`config.mk`:
```
export PLATFORM = sky130hd
export DESIGN_NAME = multicycle_controller
export DESIGN_NICKNAME = d
export VERILOG_FILES = /design/src/rtl/multicycle_controller.sv
export SDC_FILE = /design/constraint.sdc
export NUM_CORES = 1
export LEC_CHECK = 0
export CAP_MARGIN = 0
export CORE_MARGIN = 2
export CORE_UTILIZATION = 50
export CTS_CLUSTER_SIZE = 40
export DETAILED_ROUTE_END_ITERATION = 12
export HOLD_SLACK_MARGIN = 0.02
export PLACE_DENSITY = 0.79
export SLEW_MARGIN = 20
export SYNTH_ARGS = -nofsm -noshare
export SYNTH_HDL_FRONTEND = slang
export SYNTH_SLANG_ARGS = --single-unit
export TNS_END_PERCENT = 50
```
`constraint.sdc`:
```
create_clock -name clk -period 2.5 [get_ports clk]
set_input_delay 0.25 -clock clk [delete_from_list [all_inputs] [get_ports clk]]
set_output_delay 0.25 -clock clk [all_outputs]
set_load 0.05 [all_outputs]
```
`src/rtl/multicycle_controller.sv`:
```
// Multi-cycle RV32I control FSM: FETCH/DECODE/EXEC/MEM/WB over a shared datapath with one memory port.
// Strobes are combinational from state/class; the memory stalls by holding mem_ready low, with an optional timeout.
module multicycle_controller #(
  parameter int unsigned MEM_TIMEOUT = 16,
  parameter int unsigned CNT_WIDTH   = 32,
  parameter int unsigned TO_WIDTH    = 8
) (
  input  logic                 clk,
  input  logic                 reset,
  input  logic [6:0]           opcode,
  input  logic                 mem_ready,
  output logic                 mem_req,
  output logic                 mem_we,
  output logic                 iord,
  output logic                 ir_write,
  output logic                 pc_write,
  output logic                 branch,
  output logic                 pc_src,
  output logic [1:0]           alu_src_a,
  output logic                 alu_src_b,
  output logic [1:0]           alu_op,
  output logic [1:0]           result_src,
  output logic                 reg_write,
  output logic                 illegal,
  output logic                 timeout,
  output logic                 busy,
  output logic [CNT_WIDTH-1:0] retired
);

  typedef enum logic [2:0] {
    S_FETCH, S_DECODE, S_EXEC, S_MEM, S_WB, S_FAULT
  } state_e;

  typedef enum logic [3:0] {
    C_NONE, C_R, C_I, C_LOAD, C_STORE, C_BR, C_JAL, C_JALR, C_LUI, C_AUIPC, C_ILLEGAL
  } class_e;

  localparam logic [TO_WIDTH-1:0] TO_LIMIT = TO_WIDTH'(MEM_TIMEOUT);

  state_e                state_q, state_d;
  class_e                cls_q, cls_d, dec_cls;
  logic [TO_WIDTH-1:0]   wait_q, wait_d, wait_inc;
  logic [CNT_WIDTH-1:0]  retired_q, retired_d;
  logic                  illegal_q, illegal_d;
  logic                  timeout_q, timeout_d;
  logic                  retire;

  always_comb begin
    case (opcode)
      7'b0110011: dec_cls = C_R;
      7'b0010011: dec_cls = C_I;
      7'b0000011: dec_cls = C_LOAD;
      7'b0100011: dec_cls = C_STORE;
      7'b1100011: dec_cls = C_BR;
      7'b1101111: dec_cls = C_JAL;
      7'b1100111: dec_cls = C_JALR;
      7'b0110111: dec_cls = C_LUI;
      7'b0010111: dec_cls = C_AUIPC;
      default:    dec_cls = C_ILLEGAL;
    endcase
  end

  assign wait_inc = wait_q + TO_WIDTH'(1);

  always_comb begin
    state_d    = state_q;
    cls_d      = cls_q;
    wait_d     = wait_q;
    illegal_d  = illegal_q;
    timeout_d  = timeout_q;
    retire     = 1'b0;
    mem_req    = 1'b0;
    mem_we     = 1'b0;
    iord       = 1'b0;
    ir_write   = 1'b0;
    pc_write   = 1'b0;
    branch     = 1'b0;
    pc_src     = 1'b0;
    alu_src_a  = 2'b00;
    alu_src_b  = 1'b0;
    alu_op     = 2'b00;
    result_src = 2'b00;
    reg_write  = 1'b0;
    busy       = 1'b1;

    case (state_q)
      S_FETCH: begin
        mem_req   = 1'b1;
        alu_src_a = 2'b01;
        if (mem_ready) begin
          ir_write = 1'b1;
          pc_write = 1'b1;
          wait_d   = '0;
          state_d  = S_DECODE;
        end else begin
          wait_d = wait_inc;
          if (MEM_TIMEOUT != 0 && wait_inc == TO_LIMIT) begin
            timeout_d = 1'b1;
            state_d   = S_FAULT;
          end
        end
      end
      S_DECODE: begin
        cls_d = dec_cls;
        if (dec_cls == C_ILLEGAL) begin
          illegal_d = 1'b1;
          state_d   = S_FAULT;
        end else begin
          state_d = S_EXEC;
        end
      end
      S_EXEC: begin
        state_d = S_WB;
        case (cls_q)
          C_R:     alu_op = 2'b10;
          C_I: begin
            alu_op    = 2'b01;
            alu_src_b = 1'b1;
          end
          C_LOAD, C_STORE: begin
            alu_src_b = 1'b1;
            state_d   = S_MEM;
          end
          C_BR: begin
            alu_op  = 2'b11;
            branch  = 1'b1;
            pc_src  = 1'b1;
            retire  = 1'b1;
            state_d = S_FETCH;
          end
          C_JAL, C_JALR: begin
            alu_src_a = (cls_q == C_JAL) ? 2'b01 : 2'b00;
            alu_src_b = 1'b1;
            pc_write  = 1'b1;
            pc_src    = 1'b1;
          end
          C_LUI: begin
            alu_src_a = 2'b10;
            alu_src_b = 1'b1;
          end
          C_AUIPC: begin
            alu_src_a = 2'b01;
            alu_src_b = 1'b1;
          end
          default: state_d = S_FETCH;
        endcase
      end
      S_MEM: begin
        mem_req = 1'b1;
        iord    = 1'b1;
        mem_we  = (cls_q == C_STORE);
        if (mem_ready) begin
          wait_d = '0;
          if (cls_q == C_STORE) begin
            retire  = 1'b1;
            state_d = S_FETCH;
          end else begin
            state_d = S_WB;
          end
        end else begin
          wait_d = wait_inc;
          if (MEM_TIMEOUT != 0 && wait_inc == TO_LIMIT) begin
            timeout_d = 1'b1;
            state_d   = S_FAULT;
          end
        end
      end
      S_WB: begin
        reg_write = 1'b1;
        retire    = 1'b1;
        state_d   = S_FETCH;
        if (cls_q == C_LOAD) begin
          result_src = 2'b01;
        end else if (cls_q == C_JAL || cls_q == C_JALR) begin
          result_src = 2'b10;
        end
      end
      default: busy = 1'b0;
    endcase

    // Every fresh memory request starts its wait count from zero.
    if ((state_d == S_FETCH || state_d == S_MEM) && state_d != state_q) begin
      wait_d = '0;
    end
  end

  assign retired_d = retire ? retired_q + CNT_WIDTH'(1) : retired_q;

  always_ff @(posedge clk or posedge reset) begin
    if (reset) begin
      state_q   <= S_FETCH;
      cls_q     <= C_NONE;
      wait_q    <= '0;
      retired_q <= '0;
      illegal_q <= 1'b0;
      timeout_q <= 1'b0;
    end else begin
      state_q   <= state_d;
      cls_q     <= cls_d;
      wait_q    <= wait_d;
      retired_q <= retired_d;
      illegal_q <= illegal_d;
      timeout_q <= timeout_d;
    end
  end

  assign illegal = illegal_q;
  assign timeout = timeout_q;
  assign retired = retired_q;

endmodule
```
==> run summary, run 1 <==
run status - finished clean
Place WS - 0.0254 ns
Fin. Hold Viols - 0
IO buf count - 59
vias in the first global route - 2213
syn nets - 298
gr ovfl total - 0
Pwr Density - 875 nW/um^2
critical path, cell by cell - inv_1 -> a21oi_1 -> o22a_1 -> nor2_1 -> clkdlybuf4s50_1
Yosys top cell by area - dfrtp_1
share of cells above drive strength 1 - 12.8%
Setup Fix Bufs, Post-CTS - 0
clock buffer depth - 2
FF+latch count, synth - 49
EDFF count, synth - 0
TritonCTS Buffers - 5
Cell variety after synth - 54
minimum clock period - 2.38 ns
Req. time, crit path - 2.25 ns
CP max FO - 8
pin count of the biggest net entering global routing - 50
Critical-path top delay cell - clkdlybuf4s50_1
WP data arrival - 2.13 ns
Die Ht - 77.5 um
Max-slew headroom - 60.5%
Placed Area - 3400 sq um
drt wl/cell - 13.5 um
TritonCTS clock tree - done
DR iter-0 viols - 145
CTS root buf - clkbuf_8
family with the most delay on the worst path - buffers and inverters
fin. max-slew vios - 0
CTS sink count - 49
n_diodes - 0
synthesized area - 2700 sq um
TritonRoute pass-1 iters - 4
skew final - 0.00587 ns
total number of vias - 2353
Final period util - 95.4%
post-synthesis cell count - 286
Crit Path Class - reg -> out
Max Freq - 419 MHz
Comb pwr share - 44.9%
post-route cell area - 3550 sq um
Max Cap Viol - 0
IO Pins - 60
final setup violating endpoints - 0
register area share after synthesis - 45.3%
GRT Total Usage - 20.6%
Clk network pwr share - 21.7%
core area - 5170 sq um
non-filler cells, final - 428
die area - 6010 sq um
Worst-Skew Late Latency - 0.30 ns
Die X - 77.5 um
first-pass GRT wire length - 10100 um
CP endpoint kind - primary output
Synth area leaders - dfrtp_1 45%, xnor2_1 9.7%, nand2_1 5.3%
GPL Wtd Cong - 0.924
Post-Place Cells - 420
WP buf/inv - 2
P&R area growth vs syn - 31.3%
Synth top area share - 45.3%
HP Class - in -> async
Post-synth ARST share - 100%
initial antenna violation count - 0
RSZ-0062 raised after global routing - no
PnR worst setup slack - 0.116 ns
final core occ - 68.7%
H-tree levels - 2
Post-Route WL - 5770 um
Seq pwr share - 33.4%
row cnt - 26
switching portion of total power - 42.0%
Via density - 5.50
top_reg_cell synth - dfrtp_1
syn_area_per_cell - 9.45 sq um
Initial Util - 52.3%
fin nets - 369
worst slew pin tran - 0.593 ns
Reg clk slew, reported paths - 0.09 ns
max incr delay on CP - 0.81 ns
net switching power - 1300 uW
Pint - 1800 uW
post-route DRC violation count - 0
post-route ant nets - 0
CP Launch Type - flop
maximum vdd drop - 698 uV
Synthesis Warnings - 0
LEAKAGE - 0.00149 uW
hpwl dp - 4360 um
[worst paths after layout]
path,end,slack (ns),cells past startpoint,from
worst max-delay path,alu_src_b,0.12,5,cls_q[0]
worst min-delay path,retired[24],0.42,3,reset
worst max register to register,retired[24],0.21,7,state_q[2]
worst min register to register,retired[31],0.48,1,retired[31]
max in group asynchronous,retired[14],1.69,3,reset
min in group clk,retired[31],0.48,1,retired[31]
[sequential cells by signal, indices dropped and copies added, names as in the netlist]
signal   flops
cls_q        4
illegal      1
retired     32
state_q      3
timeout      1
wait_q       8
[through the flow]
stage                     power, uW  setup TNS [ns]  hold WS, ns
after detailed placement       2440               0        0.466
after floorplan                2020        -0.00747        0.419
after CTS                      3120               0        0.438
after global routing           3290               0        0.487
final                          3110               0        0.416
after global placement         2410               0        0.460
[final cells by class]
cell class / instances / area (sq um)
Inverter: 10 / 37.5
Sequential cell: 49 / 1230
Clock buffer: 5 / 68.8
Clock inverter: 3 / 68.8
Timing Repair Buffer: 71 / 658
Tap cell: 70 / 87.6
Multi-Input combinational cell: 220 / 1400
Fill cell: 418 / 1620
[synth_stat cells (all sizes together) (3+ instances only)]
master and instances:
dfrtp 49, nand2 38, xnor2 30, nor2 22
nand3 19, inv 10, and3 9, nor3 8
o21ai 8, a21oi 7, nand4 7, xor2 7
nor2b 6, o22ai 6, buf 5, nand2b 5
or3 5, a211oi 4, nor3b 4, nor4 3
or2 3
[kinds of logic after synthesis]
family / Yosys count / share of synthesized area [%]
fa+ha+maj: 2 / 0.925
flops: 49 / 45.3
buf+inv: 17 / 3.15
compound gates: 43 / 11.3
simple gates: 138 / 27.3
xor+xnor: 37 / 12.0
[layout by cell type, fill, tap and decap left out, drive strengths merged, types with 7 or more instances in the layout]
cell type and instances:
nand3 19, o21ai 8, dfrtp 49, nand2 38, nor2 22, xnor2 30, clkdlybuf4s50 48, nor3 8
xor2 7, nand4 7, buf 22, inv 11, and3 9, a21oi 7
[routing by layer]
layer / wire length [um] / GRT usage [%] / vias up
li1: - / - / 1144
met1: 2640 / 27.9 / 1127
met2: 2800 / 34.9 / 74
met3: 271 / 3.14 / 8
met4: 56 / 4.64 / 0
met5: 0 / 0 / -
[worst register-to-register path, cell delays in order, from the launching register on]
cell     delay, ns
dfrtp_1       0.49
and3b_1       0.32
nand4_1       0.14
and3_1        0.30
or3_4         0.45
nor2_2        0.18
nand2_1       0.11
xnor2_1       0.20
[power by group through the flow]
stage | clock network (uW) | logic [uW] | registers [uW]
final | 673 | 1400 | 1040
after global routing | 725 | 1520 | 1050
after CTS | 684 | 1400 | 1030
after detailed placement | 0 | 1390 | 1040
after global placement | 0 | 1370 | 1040
after floorplan | 0 | 884 | 1140
[what timing repair did]
item | 4_1_cts | 5_1_grt
gates resized for setup | 0 | 2
hold buffers | 0 | 0
endpoints found under the hold margin | 0 | 0
setup endpoints to repair | 0 | 7
Power figures use the tool's default switching activity.
==> inputs of run 2 (changes only) <==
--- a/config.mk
+++ b/config.mk
@@ -7,3 +7,3 @@
 export LEC_CHECK = 0
-export CAP_MARGIN = 0
+export CAP_MARGIN = 10
 export CORE_MARGIN = 2
--- a/constraint.sdc
+++ b/constraint.sdc
@@ -3,2 +3,2 @@
 set_output_delay 0.25 -clock clk [all_outputs]
-set_load 0.05 [all_outputs]
+set_load 0.02 [all_outputs]
==> run 2 against run 1 <==
Wire length up 7.2%. Core utilization down 0.12 points. Largest power group unchanged. Critical path type unchanged. Global-route usage up 1.4 points. Largest cell class unchanged. Total power down 13%. Flip-flop and latch count unchanged. Sequential share of layout area up 0.13 points. Clock power down 29%. Via count up 2.0%. First-iteration DRC count down 21%. Cell area down 0.18%. Critical endpoint is now alu_op[1].
==> run summary, run 2 (same netlist as run 1, synthesis figures left out) <==
met2 WL post-DR - 3200 um (+14%)
length of routed met3 wiring - 231 um (-15%)
TritonCTS clock tree - done
Setup Fix Bufs, Post-CTS - 0 (unchanged)
Reg clk slew, reported paths - 0.09 ns (about the same)
HP Class - in -> async
Pwr Density - 761 nW/um^2 (-13%)
CP Launch Type - flop
final setup violating endpoints - 0 (unchanged)
drt wl/cell - 14.4 um (+6.7%)
gr ovfl total - 0 (unchanged)
TritonCTS Buffers - 5 (unchanged)
total number of vias - 2399 (+2.0%)
CTS sink count - 49 (unchanged)
total power - 2700 uW (-13%)
Worst-Skew Late Latency - 0.30 ns (about the same)
Die Ht - 77.5 um (unchanged)
H-tree levels - 2 (unchanged)
GPL Wtd Cong - 0.879 (-4.9%)
run status - finished clean
IO Pins - 60 (unchanged)
LEAKAGE - 0.00144 uW (-3.3%)
M1 WL - 2630 um (-0.38%)
hold_ws - 0.223 ns (-0.193 ns)
hpwl dp - 4810 um (+10%)
P&R area growth vs syn - 31.1%
commonest non-fill, non-tap cells in the layout - 58 x clkdlybuf4s50_1, 47 x dfrtp_1, 38 x nand2_1
commonest non-fill, non-tap cell in the layout - clkdlybuf4s50_1
TritonRoute pass-1 iters - 4 (unchanged)
Hold Buf Count CTS - 0 (unchanged)
RSZ-0062 raised after global routing - no
WP data arrival - 2.16 ns (+0.03 ns)
initial antenna violation count - 0 (unchanged)
Crit Path Class - reg -> out
max reg flops - 32 (unchanged)
core area - 5170 sq um (unchanged)
IO buf count - 59 (unchanged)
vias in the first global route - 2316 (+4.7%)
minimum clock period - 2.41 ns (+0.0254 ns)
CTS root buf - clkbuf_8
Max-slew headroom - 67.5% (+7.0 points)
fin nets - 372 (+0.81%)
maximum vdd drop - 447 uV (-36%)
die area - 6010 sq um (unchanged)
GRT Total Usage - 22.0% (+1.4 points)
CP max FO - 14 (+6)
Via density - 5.58 (+1.5%)
fillers - 418 (unchanged)
row cnt - 26 (unchanged)
CP endpoint kind - primary output
Max Cap Viol - 0 (unchanged)
first-pass GRT wire length - 10600 um (+5.4%)
DR iter-0 viols - 115 (-21%)
Final period util - 96.4% (+1.0 points)
post-route ant nets - 0 (unchanged)
Die X - 77.5 um (unchanged)
uppermost layer routed - met4
n_diodes - 0 (unchanged)
Fin. Hold Viols - 0 (unchanged)
Initial Util - 52.3% (unchanged)
share of cells above drive strength 1 - 10.8% (-2.0 points)
setup TNS - 0 ns (unchanged)
Req. time, crit path - 2.25 ns (about the same)
Post-Route WL - 6190 um (+7.2%)
Max Freq - 415 MHz (-1.1%)
post-route DRC violation count - 0 (unchanged)
skew final - 0.00446 ns (-0.00141 ns)
fin. max-slew vios - 0 (unchanged)
pin count of the biggest net entering global routing - 18 (-64%)
worst slew pin tran - 0.484 ns (-0.109 ns)
clock buffer depth - 2 (unchanged)
[run 2: repair_timing]
action / CTS / global route
pin swaps: 0 / 0
resized for setup: 1 / 3
endpoints found under the setup margin: 1 / 9
[run 2: path summary, 6_finish.rpt]
kind	startpoint	end	slack [ns]	cells after the start
max	state_q[0]	alu_op[1]	0.09	4
min	reset	retired[0]	0.22	2
max reg2reg	cls_q[1]	wait_q[3]	0.18	7
min reg2reg	timeout	timeout	0.47	1
max in group asynchronous	reset	state_q[1]	1.70	3
min in group clk	timeout	timeout	0.47	1
[run 2: per-layer routing]
layer,global-route usage [%],vias up
met4,10.2,0
li1,-,1158
met2,38.2,72
met1,27.0,1156
met5,0,-
met3,3.14,13
[run 2: layout make-up]
cell class	instances	area, sq um	area share [%]
Clock buffer	6	82.6	2.33
Clock inverter	1	7.51	0.212
Inverter	10	37.5	1.06
Multi-Input combinational cell	220	1400	39.5
Sequential cell	49	1230	34.7
Tap cell	70	87.6	2.47
Timing Repair Buffer	74	702	19.8
[run 2: where the power goes]
part / switching, uW / leakage [uW] / internal, uW
sequential: 174 / 0.000635 / 891
clock: 257 / 0.0000433 / 219
combinational: 636 / 0.000765 / 519
total: 1070 / 0.00144 / 1630
[run 2: per-stage QoR]
step,setup WS [ns],cell area [sq um],util (%),cells
finish,0.0904,3540,68.5,430
global route,0.00779,3540,68.5,430
CTS,0.0291,3540,68.4,430
detailed placement,0.00864,3450,66.6,423
global placement,0.0822,3450,66.6,423
floorplan,0.358,2700,-,286
[run 2: critical path, stage by stage, from the launching register on]
cell	delay, ns
dfrtp_2	0.50
nand2b_1	0.20
or3_1	0.37
nor3_1	0.15
clkdlybuf4s50_1	0.63
==> inputs of run 3 (changes only) <==
Settings changed: CORE_UTILIZATION 50 to 51, GPL_TIMING_DRIVEN set to 0, PLACE_DENSITY 0.79 to 0.81, RECOVER_POWER set to 50.
==> run 3 against run 2 <==
Via count about the same. Global-route usage shrank 0.34 points. Die area down 1.9%.
==> run summary, run 3 (same netlist as run 1, synthesis figures left out) <==
run status - finished clean
max reg flops - 32 (unchanged)
core area - 5110 sq um (-1.3%)
Final period util - 96.9% (+0.51 points)
row cnt - 26 (unchanged)
clock buffer depth - 2 (unchanged)
drt wl/cell - 14.3 um (-0.73%)
CP max FO - 9 (-5)
vias in the first global route - 2271 (-1.9%)
met2 Use GR - 37.2% (-0.98 points)
Setup Fix Bufs, Post-CTS - 0 (unchanged)
minimum clock period - 2.42 ns (+0.0127 ns)
pin count of the biggest net entering global routing - 27 (+9)
TritonCTS Buffers - 5 (unchanged)
R2R Path Start - wait_q[0]
R2R depth - 8 (+1)
Die X - 76.8 um (-0.94%)
maximum vdd drop - 715 uV (+60%)
WP data arrival - 2.17 ns (about the same)
Die Ht - 76.8 um (-0.94%)
TritonCTS clock tree - done
skew final - 0.00871 ns (+0.00425 ns)
die area - 5900 sq um (-1.9%)
RSZ-0062 raised after global routing - no
total number of vias - 2397 (-0.083%)
Hold Buf Count CTS - 0 (unchanged)
most used routing layer - met2
total power - 2910 uW (+7.8%)
Via density - 5.65 (+1.3%)
Pwr Density - 819 nW/um^2 (+7.7%)
commonest non-fill, non-tap cell in the layout - dfrtp_1
post-route ant nets - 0 (unchanged)
commonest non-fill, non-tap cells in the layout - 49 x dfrtp_1, 39 x clkdlybuf4s50_1, 38 x nand2_1
M1 GR Usage - 26.5% (-0.50 points)
CTS root buf - clkbuf_8
TritonRoute pass-1 iters - 4 (unchanged)
Initial Util - 52.9% (+0.67 points)
GPL Wtd Cong - 0.896 (+2.0%)
worst slew pin tran - 0.877 ns (+0.393 ns)
fin nets - 365 (-1.9%)
CP Launch Type - flop
Post-Route WL - 6060 um (-2.1%)
IO buf count - 59 (unchanged)
first-pass GRT wire length - 10400 um (-1.8%)
Max Freq - 413 MHz (-0.52%)
post-route DRC violation count - 0 (unchanged)
CTS sink count - 49 (unchanged)
GRT Total Usage - 21.6% (-0.34 points)
IO Pins - 60 (unchanged)
Max-slew headroom - 41.5% (-26 points)
LEAKAGE - 0.00150 uW (+3.8%)
final setup violating endpoints - 0 (unchanged)
initial antenna violation count - 0 (unchanged)
Crit Path Class - reg -> out
r2r setup slk - 0.18 ns (about the same)
DR iter-0 viols - 142 (+23%)
HP Class - reg -> reg
Reg clk slew, reported paths - 0.09 ns (about the same)
CP startpoint - state_q[1]
Max Cap Viol - 0 (unchanged)
Req. time, crit path - 2.25 ns (about the same)
fillers - 414 (-0.96%)
Setup crit end - mem_req
P&R area growth vs syn - 31.2% (about the same)
CP endpoint kind - primary output
GR Layer Usage met3 - 4.24% (+1.1 points)
n_diodes - 0 (unchanged)
Fin. Hold Viols - 0 (unchanged)
final core occ - 69.5% (+0.92 points)
fin. max-slew vios - 0 (unchanged)
Worst-Skew Late Latency - 0.30 ns (about the same)
share of cells above drive strength 1 - 8.47% (-2.4 points)
setup TNS - 0 ns (unchanged)
H-tree levels - 2 (unchanged)
hpwl dp - 4620 um (-4.0%)
FF-to-FF End - wait_q[1]
gr ovfl total - 0 (unchanged)
## run 3: changes by cell type in the layout (fill, tap and decap cells not counted), moves of 2 or more
cell,before,now
dfrtp_2,2,0
clkdlybuf4s50_1,58,39
buf_6,0,2
clkbuf_2,0,2
bufinv_16,0,2
dfrtp_1,47,49
dlygate4sd3_1,0,19
buf_4,15,1
buf_2,0,2
## run 3: critical path, cell delays in order, from the launching register on
cell	delay [ns]
dfrtp_1	0.44
or2_2	0.35
a21o_1	0.16
buf_2	0.17
inv_1	0.13
clkdlybuf4s50_1	0.62
## run 3: where the power goes
part | switching, uW | internal (uW) | total [uW]
clock | 275 | 403 | 678
combinational | 703 | 506 | 1210
sequential | 132 | 889 | 1020
## run 3: routing by layer
metal	share of wire, %	wire length, um
met1	42	2540
met2	51	3110
met3	5.1	308
met4	1.7	103
met5	0	0
## run 3: timing repair
action / CTS / global route
endpoints found under the hold margin: 0 / 0
endpoints found under the setup margin: 1 / 9
resized for setup: 1 / 6
pin swaps: 0 / 0
## run 3: layout make-up
class	count	area (sq um)	area share, %
well taps	70	87.6	2.47
inverters	10	37.5	1.06
clock inverters	3	68.8	1.94
plain buffers	7	48.8	1.38
clock buffers	5	68.8	1.94
repair buffers	60	594	16.8
flip-flops and latches	49	1230	34.6
multi-input cells	220	1420	39.9
## run 3: how the worst min path moves through the flow
| stage | depth (start not counted) | to | startpoint | slack [ns] |
|---|---|---|---|---|
| after global routing | 1 | timeout | timeout | 0.50 |
| after detailed placement | 1 | illegal | illegal | 0.47 |
| after global placement | 1 | illegal | illegal | 0.46 |
| final | 1 | timeout | timeout | 0.48 |
| after floorplan | 2 | cls_q[3] | opcode[6] | 0.42 |
| after CTS | 2 | retired[21] | reset | 0.30 |
## run 3: per-stage QoR
step	instances	worst slack (ns)	hold WS, ns	area, sq um
2_1_floorplan	286	0.358	0.419	2700
3_3_place_gp	415	-0.0556	0.457	3380
5_1_grt	424	0.00973	0.499	3550
6_report	424	0.0777	0.483	3550
3_5_place_dp	416	-0.0888	0.469	3400
4_1_cts	424	0.0385	0.304	3540
